## src/rtl/reg_map_pkg.sv

```systemverilog
// Shared definitions for the register-map responder.
//   - FSM state encoding for the request/response handshake.
//   - Byte-offset helpers for every register in the map, derived from the
//     number of control registers.
//   - Error-cause bits, OR-ed together by the address decoder.
package reg_map_pkg;

  typedef enum logic {
    IDLE = 1'b0,
    RESP = 1'b1
  } state_t;

  localparam int unsigned WORD_BYTES = 4;

  // Error causes form a bitmask so several can be flagged at once.
  localparam logic [2:0] ERR_NONE      = 3'b000;
  localparam logic [2:0] ERR_UNALIGNED = 3'b001;
  localparam logic [2:0] ERR_RANGE     = 3'b010;
  localparam logic [2:0] ERR_RO_WRITE  = 3'b100;

  function automatic int unsigned ctrl_offset(input int unsigned idx);
    return WORD_BYTES * idx;
  endfunction

  function automatic int unsigned status_offset(input int unsigned num_ctrl);
    return WORD_BYTES * num_ctrl;
  endfunction

  function automatic int unsigned intr_stat_offset(input int unsigned num_ctrl);
    return status_offset(num_ctrl) + WORD_BYTES;
  endfunction

  function automatic int unsigned intr_en_offset(input int unsigned num_ctrl);
    return status_offset(num_ctrl) + 2 * WORD_BYTES;
  endfunction

endpackage

```

## src/rtl/reg_map_intr_bank.sv

```systemverilog
// Sticky interrupt block: INTR_STAT (write-1-to-clear, set by hardware
// pulses), INTR_EN (read/write with bit enables) and a registered level irq.
// Ports:
//   clk, rst        clock and async active-low reset
//   stat_we, en_we  accepted bus write to INTR_STAT / INTR_EN this cycle
//   wr_data, biten  bus write data and per-bit write enable
//   intr_set        per-bit hardware set pulses
//   intr_stat       current INTR_STAT
//   intr_en         current INTR_EN
//   irq             registered OR of (INTR_STAT & INTR_EN)
module reg_map_intr_bank #(
  parameter int DATA_WIDTH = 32
) (
  input  logic                  clk,
  input  logic                  rst,
  input  logic                  stat_we,
  input  logic                  en_we,
  input  logic [DATA_WIDTH-1:0] wr_data,
  input  logic [DATA_WIDTH-1:0] biten,
  input  logic [DATA_WIDTH-1:0] intr_set,
  output logic [DATA_WIDTH-1:0] intr_stat,
  output logic [DATA_WIDTH-1:0] intr_en,
  output logic                  irq
);

  logic [DATA_WIDTH-1:0] clr_mask;

  assign clr_mask = stat_we ? (wr_data & biten) : '0;

  always_ff @(posedge clk or negedge rst) begin
    if (!rst) begin
      intr_stat <= '0;
      intr_en   <= '0;
      irq       <= 1'b0;
    end else begin
      // Set is OR-ed in after the clear, so a coincident set wins.
      intr_stat <= (intr_stat & ~clr_mask) | intr_set;
      if (en_we) begin
        intr_en <= (intr_en & ~biten) | (wr_data & biten);
      end
      // Built from the registered values, giving set -> irq in two cycles.
      irq <= |(intr_stat & intr_en);
    end
  end

endmodule

```

## src/rtl/reg_map_responder.sv

```systemverilog
// Register-map endpoint behind the AXI4-Lite bridge request channel.
// Accepts one-cycle read/write strobes and answers one cycle later with
// read data or an error.
// Map (byte addresses): CTRL[i] at 4*i, STATUS at 4*NUM_CTRL (read-only),
// INTR_STAT at +4 (W1C), INTR_EN at +8 (RW).
// Build option: define REG_MAP_RESP_INTR_EN to include the interrupt block;
// without it the two interrupt addresses return bus_err and irq is 0.
// Ports:
//   clk, rst                     clock, async active-low reset
//   bus_req, bus_req_is_wr       request strobe and direction
//   bus_addr, bus_wr_data        byte address and write data
//   bus_wr_biten                 per-bit write enable
//   bus_ready, bus_rd_data       response strobe and read data
//   bus_err                      response error flag
//   hw_ctrl                      control registers, slice i = CTRL[i]
//   hw_status                    live status word
//   hw_intr_set                  interrupt set pulses
//   irq                          level interrupt
module reg_map_responder
  import reg_map_pkg::*;
#(
  parameter int DATA_WIDTH = 32,
  parameter int ADDR_WIDTH = 32,
  parameter int NUM_CTRL   = 4
) (
  input  logic                           clk,
  input  logic                           rst,
  input  logic                           bus_req,
  input  logic                           bus_req_is_wr,
  input  logic [ADDR_WIDTH-1:0]          bus_addr,
  input  logic [DATA_WIDTH-1:0]          bus_wr_data,
  input  logic [DATA_WIDTH-1:0]          bus_wr_biten,
  output logic                           bus_ready,
  output logic [DATA_WIDTH-1:0]          bus_rd_data,
  output logic                           bus_err,
  output logic [NUM_CTRL*DATA_WIDTH-1:0] hw_ctrl,
  input  logic [DATA_WIDTH-1:0]          hw_status,
  input  logic [DATA_WIDTH-1:0]          hw_intr_set,
  output logic                           irq
);

  localparam logic [ADDR_WIDTH-1:0] STATUS_ADDR = ADDR_WIDTH'(status_offset(NUM_CTRL));

  state_t                             state;
  logic [NUM_CTRL-1:0][DATA_WIDTH-1:0] ctrl_q;
  logic [3:0]                         ctrl_idx;
  logic                               aligned;
  logic                               hit_ctrl;
  logic                               hit_status;
  logic                               hit_stat;
  logic                               hit_en;
  logic [2:0]                         err_cause;
  logic                               wr_ok;
  logic [DATA_WIDTH-1:0]              rd_next;
  logic [DATA_WIDTH-1:0]              intr_stat;
  logic [DATA_WIDTH-1:0]              intr_en;

  assign aligned    = (bus_addr[1:0] == 2'b00);
  assign ctrl_idx   = bus_addr[5:2];
  assign hit_ctrl   = aligned && (bus_addr < STATUS_ADDR);
  assign hit_status = (bus_addr == STATUS_ADDR);
  assign bus_ready  = (state == RESP);
  assign hw_ctrl    = ctrl_q;

`ifdef REG_MAP_RESP_INTR_EN
  localparam logic [ADDR_WIDTH-1:0] STAT_ADDR = ADDR_WIDTH'(intr_stat_offset(NUM_CTRL));
  localparam logic [ADDR_WIDTH-1:0] EN_ADDR   = ADDR_WIDTH'(intr_en_offset(NUM_CTRL));

  assign hit_stat = (bus_addr == STAT_ADDR);
  assign hit_en   = (bus_addr == EN_ADDR);

  reg_map_intr_bank #(
    .DATA_WIDTH(DATA_WIDTH)
  ) u_intr_bank (
    .clk      (clk),
    .rst      (rst),
    .stat_we  (wr_ok && hit_stat),
    .en_we    (wr_ok && hit_en),
    .wr_data  (bus_wr_data),
    .biten    (bus_wr_biten),
    .intr_set (hw_intr_set),
    .intr_stat(intr_stat),
    .intr_en  (intr_en),
    .irq      (irq)
  );
`else
  logic unused_intr_set;

  assign hit_stat        = 1'b0;
  assign hit_en          = 1'b0;
  assign intr_stat       = '0;
  assign intr_en         = '0;
  assign irq             = 1'b0;
  assign unused_intr_set = ^hw_intr_set;
`endif

  // Decode and read mux.
  always_comb begin
    // NOTE: every output of this block gets a default first so no path
    // leaves a value unassigned and infers a latch.
    err_cause = ERR_NONE;
    rd_next   = '0;
    if (!aligned) begin
      err_cause = err_cause | ERR_UNALIGNED;
    end
    if (!(hit_ctrl || hit_status || hit_stat || hit_en)) begin
      err_cause = err_cause | ERR_RANGE;
    end
    if (hit_status && bus_req_is_wr) begin
      err_cause = err_cause | ERR_RO_WRITE;
    end
    if (!bus_req_is_wr && err_cause == ERR_NONE) begin
      if (hit_status) rd_next = hw_status;
      if (hit_stat)   rd_next = intr_stat;
      if (hit_en)     rd_next = intr_en;
      for (int i = 0; i < NUM_CTRL; i++) begin
        if (hit_ctrl && ctrl_idx == 4'(i)) rd_next = ctrl_q[i];
      end
    end
  end

  assign wr_ok = bus_req && bus_req_is_wr && (err_cause == ERR_NONE);

  always_ff @(posedge clk or negedge rst) begin
    if (!rst) begin
      // NOTE: the control bank is a handful of flops, not a RAM, so it is
      // reset like any other state to give hardware a known configuration.
      state       <= IDLE;
      bus_rd_data <= '0;
      bus_err     <= 1'b0;
      ctrl_q      <= '0;
    end else begin
      // NOTE: non-blocking assignments so every register samples the
      // pre-edge values, independent of statement order.
      case (state)
        IDLE:    if (bus_req)  state <= RESP;
        RESP:    if (!bus_req) state <= IDLE;
        default: state <= IDLE;
      endcase
      bus_rd_data <= bus_req ? rd_next : '0;
      bus_err     <= bus_req && (err_cause != ERR_NONE);
      for (int i = 0; i < NUM_CTRL; i++) begin
        if (wr_ok && hit_ctrl && ctrl_idx == 4'(i)) begin
          ctrl_q[i] <= (ctrl_q[i] & ~bus_wr_biten) | (bus_wr_data & bus_wr_biten);
        end
      end
    end
  end

endmodule

```

## config.mk

```make
export PLATFORM = sky130hd
export DESIGN_NAME = reg_map_responder
export DESIGN_NICKNAME = d
export VERILOG_FILES = /design/src/rtl/reg_map_pkg.sv /design/src/rtl/reg_map_intr_bank.sv /design/src/rtl/reg_map_responder.sv
export SDC_FILE = /design/constraint.sdc
export NUM_CORES = 1
export LEC_CHECK = 0
export ABC_AREA = 1
export CAP_MARGIN = 5
export CORE_MARGIN = 1.5
export CORE_UTILIZATION = 44
export CTS_CLUSTER_DIAMETER = 30
export DETAILED_ROUTE_END_ITERATION = 16
export PLACE_DENSITY = 0.81
export SLEW_MARGIN = 20
export SYNTH_ARGS = -nofsm -noshare
export SYNTH_HDL_FRONTEND = slang
export SYNTH_SLANG_ARGS = --single-unit
export TNS_END_PERCENT = 30
```

## constraint.sdc

```tcl
create_clock -name clk -period 1.4 [get_ports clk]
set_clock_uncertainty 0.2 [all_clocks]
set_input_delay 0.42 -clock clk [delete_from_list [all_inputs] [get_ports clk]]
set_output_delay 0.42 -clock clk [all_outputs]
set_load 0.02 [all_outputs]
```

Yosys cells after proc, flatten, opt, wreduce, memory -nomap -nowiden
Index checks and enable logic that the tools add are counted. W data, S select, Z words.

Flip-flop bits (word level): 162. Output and inout bits: 163. Input port bits: 164. Logic and storage cells: 54.

Reductions and logical operators: 21. Bitwise gates (word level): 10. Mux-type cells: 11. Order comparisons: 1. Equality and inequality tests: 4.

Operator list (number): $mux W32 (7); $and A32 B32 Y32 (5); $or A32 B32 Y32 (4); $eq A32 B5 Y1 const B (1); $lt A32 B5 Y1 const B (1); $not A32 Y32 (1); $logic_and A1 B1 Y1 (15); $eq A4 B2 Y1 const B (2); $eq A4 B1 Y1 const B (1); $logic_not A4 Y1 (1); $logic_not A3 Y1 (1); $mux W3 (1); $reduce_bool A3 Y1 (1); $logic_not A2 Y1 (1); $mux W1 (2); $mux W2 (1); $logic_not A1 Y1 (1); $logic_or A1 B1 Y1 (1).

Logic depth before layout (Yosys ltp)
Depth after elaboration: 9. Gate-level depth with buffers: 13. Gate-level depth less buffers: 12.

Least setup slack after synthesis
Ideal clock, no wire load.

Path kind: input to register. Start: input port bus_addr[7]. End: register (tool-made name). Stages: 11. Data arrival time: 1.619 ns. Data required time: 1.081 ns. Buffers on the path: 1. Path slack: -0.538 ns. Library setup time: 0.119 ns. Path through: nor2_1 > nand3_2 > inv_2 > nand2_2 > nor2_4 > nand2_4 > nor3_4 > buf_6 > nand2_2 > nand2_1 > o21ai_2.

RTL lines: start: declaration (line reg_map_responder.sv:30) `input logic [ADDR_WIDTH-1:0] bus_addr,`.

==> impl_results.md <==
* Outcome: finished, violations left
* Violated checks: negative setup slack
* Num CTS Buffers at 17
* Flop and latch count out of synthesis at 162
* Core area at 0.01864 mm^2
* Worst EP arrival at 2140 ps
* Routed len/inst at between 20 and 25 um
* Post-Route Utilization at 83.52%
* Clock transition at path regs at roughly 80 ps
* Setup crit end kind: flop
* CP peak stage delay at 250 ps
* Fillers at 966
* CP Data Required Time at 1530 ps
* GRT overflow at 0
* Placed cell areas at 0.01327 mm^2
* Power per cell area at 682.0 mW/mm^2
* CTS tree: built
* Footprint of the multi-input gates at 0.004910 mm^2
* GPL Wtd Cong at 0.8714
* Critical path launch point type: primary input
* Min Hold Slack at 214.9 ps
* Class of the worst hold path: primary input to asynchronous set/reset pin
* DRC Markers at 0
* CP most frequent cell: nand2_1
* Cell breakdown of the critical path: buf_6 -> nor2_2 -> nand2_1 -> nor2_1 -> nand2_1 -> nor2_4 -> nand2_4 -> buf_6 -> nor2_4 -> buf_12 -> clkbuf_16 -> nand2_1 -> o21ai_0
* Commonest non-fill, non-tap cell in the layout: nand2_1
* Via count at 11040
* Max Freq at 0.4966 GHz
* Post-Syn Nets at 1271
* Leak at 8.065 nW
* H-tree lvl count at 4
* Endpoints failing hold at 0
* Post-Place Cells at ~1800
* ANT cells at 0
* Root Driver: clkbuf_16
* DRT iter0 DRCs at 1151
* IO buf count at slightly below 300
* Share of layout cells above drive strength 1 at between 40% and 50%
* RSZ-0062 raised after global routing: true
* DP HPWL at 23.44 mm
* Fin cells at 1866
* GRT Overall Usage at a little under two fifths
* Cell area after synthesis at about 0.0084 mm^2
* Vias/cell at 5.914
* Most frequent cells in the layout: nand2_1, buf_4, dfrtp_1
* WL final at about 43 mm
* Max Cap Violations at 0
* Largest net degree at the start of global routing at 30
* Die area at 0.01982 mm^2
* Yosys warns at 0
* CTS Buffer Depth at 2
* Gate Count Post-Synth at 1107
* Register area at 0.004054 mm^2
* IO Pins at approximately 330
* WS Path Type: primary input to flop
* Worst path slowest cell: o21ai_0
* Nets@finish at ~1800
* Peak VDD IR at 0.8643 mV
* Average size of a mapped cell at 7.547 um^2
* DR pass1 iterations at 6
* Syn-to-layout area delta at 86.37%
* First-pass GRT wire length at 56.21 mm
* Std cell rows at 50
* Finished Cell Area at 0.01557 mm^2
* Skew-Pair Late Insertion Delay at approximately 440 ps
* Worst setup margin at -613.7 ps
* Minimum clock period at 2014 ps
* Worst path top cell family by delay: simple AND/OR/NAND/NOR gates
* Number of global-route vias before repair at between 10000 and 15000
* Antenna violations before repair at 0
* Pre-CTS WS at -1198 ps
* Chip height at 140.8 um
* Die X at 140.8 um
* Final ANT Viol Nets at 0
* Fin crit share at 143.8%
* Setup-failing EPs final at 323
* Fin. max-slew vios at 0
* Register area share after synthesis at 48.52%
* Yosys cell types at 27
* Initial Utilization at 44.81%
* CP max FO at 7
* Clock sink count at 162
* Buffers and inverters on the worst path at 4
==> what timing repair did <==
item / CTS / global route
hold endpoints to repair: 162 / 0
hold buffers: 1 / 0
gates resized for setup: 711 / 461
setup endpoints to repair: 323 / 323
cloned: 13 / 5
buffers inserted: 28 / 11
pin swaps: 45 / 109
==> per-stage QoR <==
stage / setup TNS, ps / power [mW]
3_3_place_gp: -197620 / 5.549
4_1_cts: -101590 / 10.46
3_5_place_dp: -203480 / 5.555
5_1_grt: -123440 / 10.88
2_1_floorplan: -68460 / 4.886
6_report: -113540 / 10.62
==> path summary, 6_finish.rpt <==
check	start	to	slack, ps	depth (start not counted)
max in group asynchronous	rst	asynchronous set/reset pin	230	3
min in group clk	bus_req	bus_ready	230	2
max reg2reg	flop	bus_rd_data[20]	-140	7
min reg2reg	flop	flop	330	2
min	rst	asynchronous set/reset pin	210	2
max	bus_addr[29]	flop	-610	13
==> cells in the mapped netlist <==
cell	instances	area, um^2
nand2_1	410	1539
dfrtp_1	162	4054
inv_1	104	390.4
o21ai_0	82	410.4
nand3_1	67	335.3
o21ai_1	46	230.2
nor2_1	44	165.2
buf_2	27	135.1
a21oi_1	23	115.1
a31oi_1	22	137.6
nand3b_1	22	165.2
o21bai_1	22	165.2
clkbuf_1	20	75.07
nand2_2	12	75.07
o211ai_1	10	75.07
o21ai_2	10	87.58
inv_2	6	22.52
nor2_4	6	67.56
buf_6	3	33.78
nor2_2	2	12.51
buf_1	1	3.750
buf_4	1	7.510
conb_1	1	3.750
nand2_4	1	11.26
nand3_2	1	10.01
nor3_2	1	10.01
nor3_4	1	16.27
==> area by class of cell <==
class | count | share of cell area, %
clock inverters | 13 | 1.117
well taps | 234 | 1.880
multi-input cells | 783 | 31.53
repair buffers | 545 | 33.92
clock buffers | 19 | 2.845
flip-flops and latches | 162 | 26.04
inverters | 110 | 2.668
==> per-layer routing <==
metal | wire length (um) | part of all wire, % | vias up | GRT usage [%]
met2 | 19970 | 47 | 971 | 60.49
met5 | 0 | 0 | - | 0
met1 | 14500 | 34 | 5154 | 45.41
met3 | 4890 | 11 | 306 | 8.628
met4 | 3297 | 7.7 | 0 | 23.74
li1 | - | - | 4604 | -
==> power by group <==
| part | internal (mW) | switching [mW] | total, mW |
|---|---|---|---|
| Sequential | 4.68 | 0.000617 | 4.68 |
| Clock | 2.89 | 2.13 | 5.03 |
| Combinational | 0.415 | 0.495 | 0.910 |
| Total | 7.99 | 2.63 | 10.6 |
==> worst reg2reg max path, cell delays in order (launching register included) <==
cell and delay, ps:
dfrtp_1 430, buf_4 180, inv_1 80, nand3_2 140
nand2_1 120, nand2_1 100, nand2_2 100, a21oi_2 60
==> logic make-up (layout without fill, tap and decap cells) <==
logic type             Yosys count  count (layout)  synth area share [%]
and+or+nand+nor                567             567                 28.82
AOI/OAI and AO/OA              215             215                 14.62
DFF                            162             162                 48.52
buffers and inverters          162             687                 7.997
other                            1               1               0.04489
(Power assumes the default switching activity.)
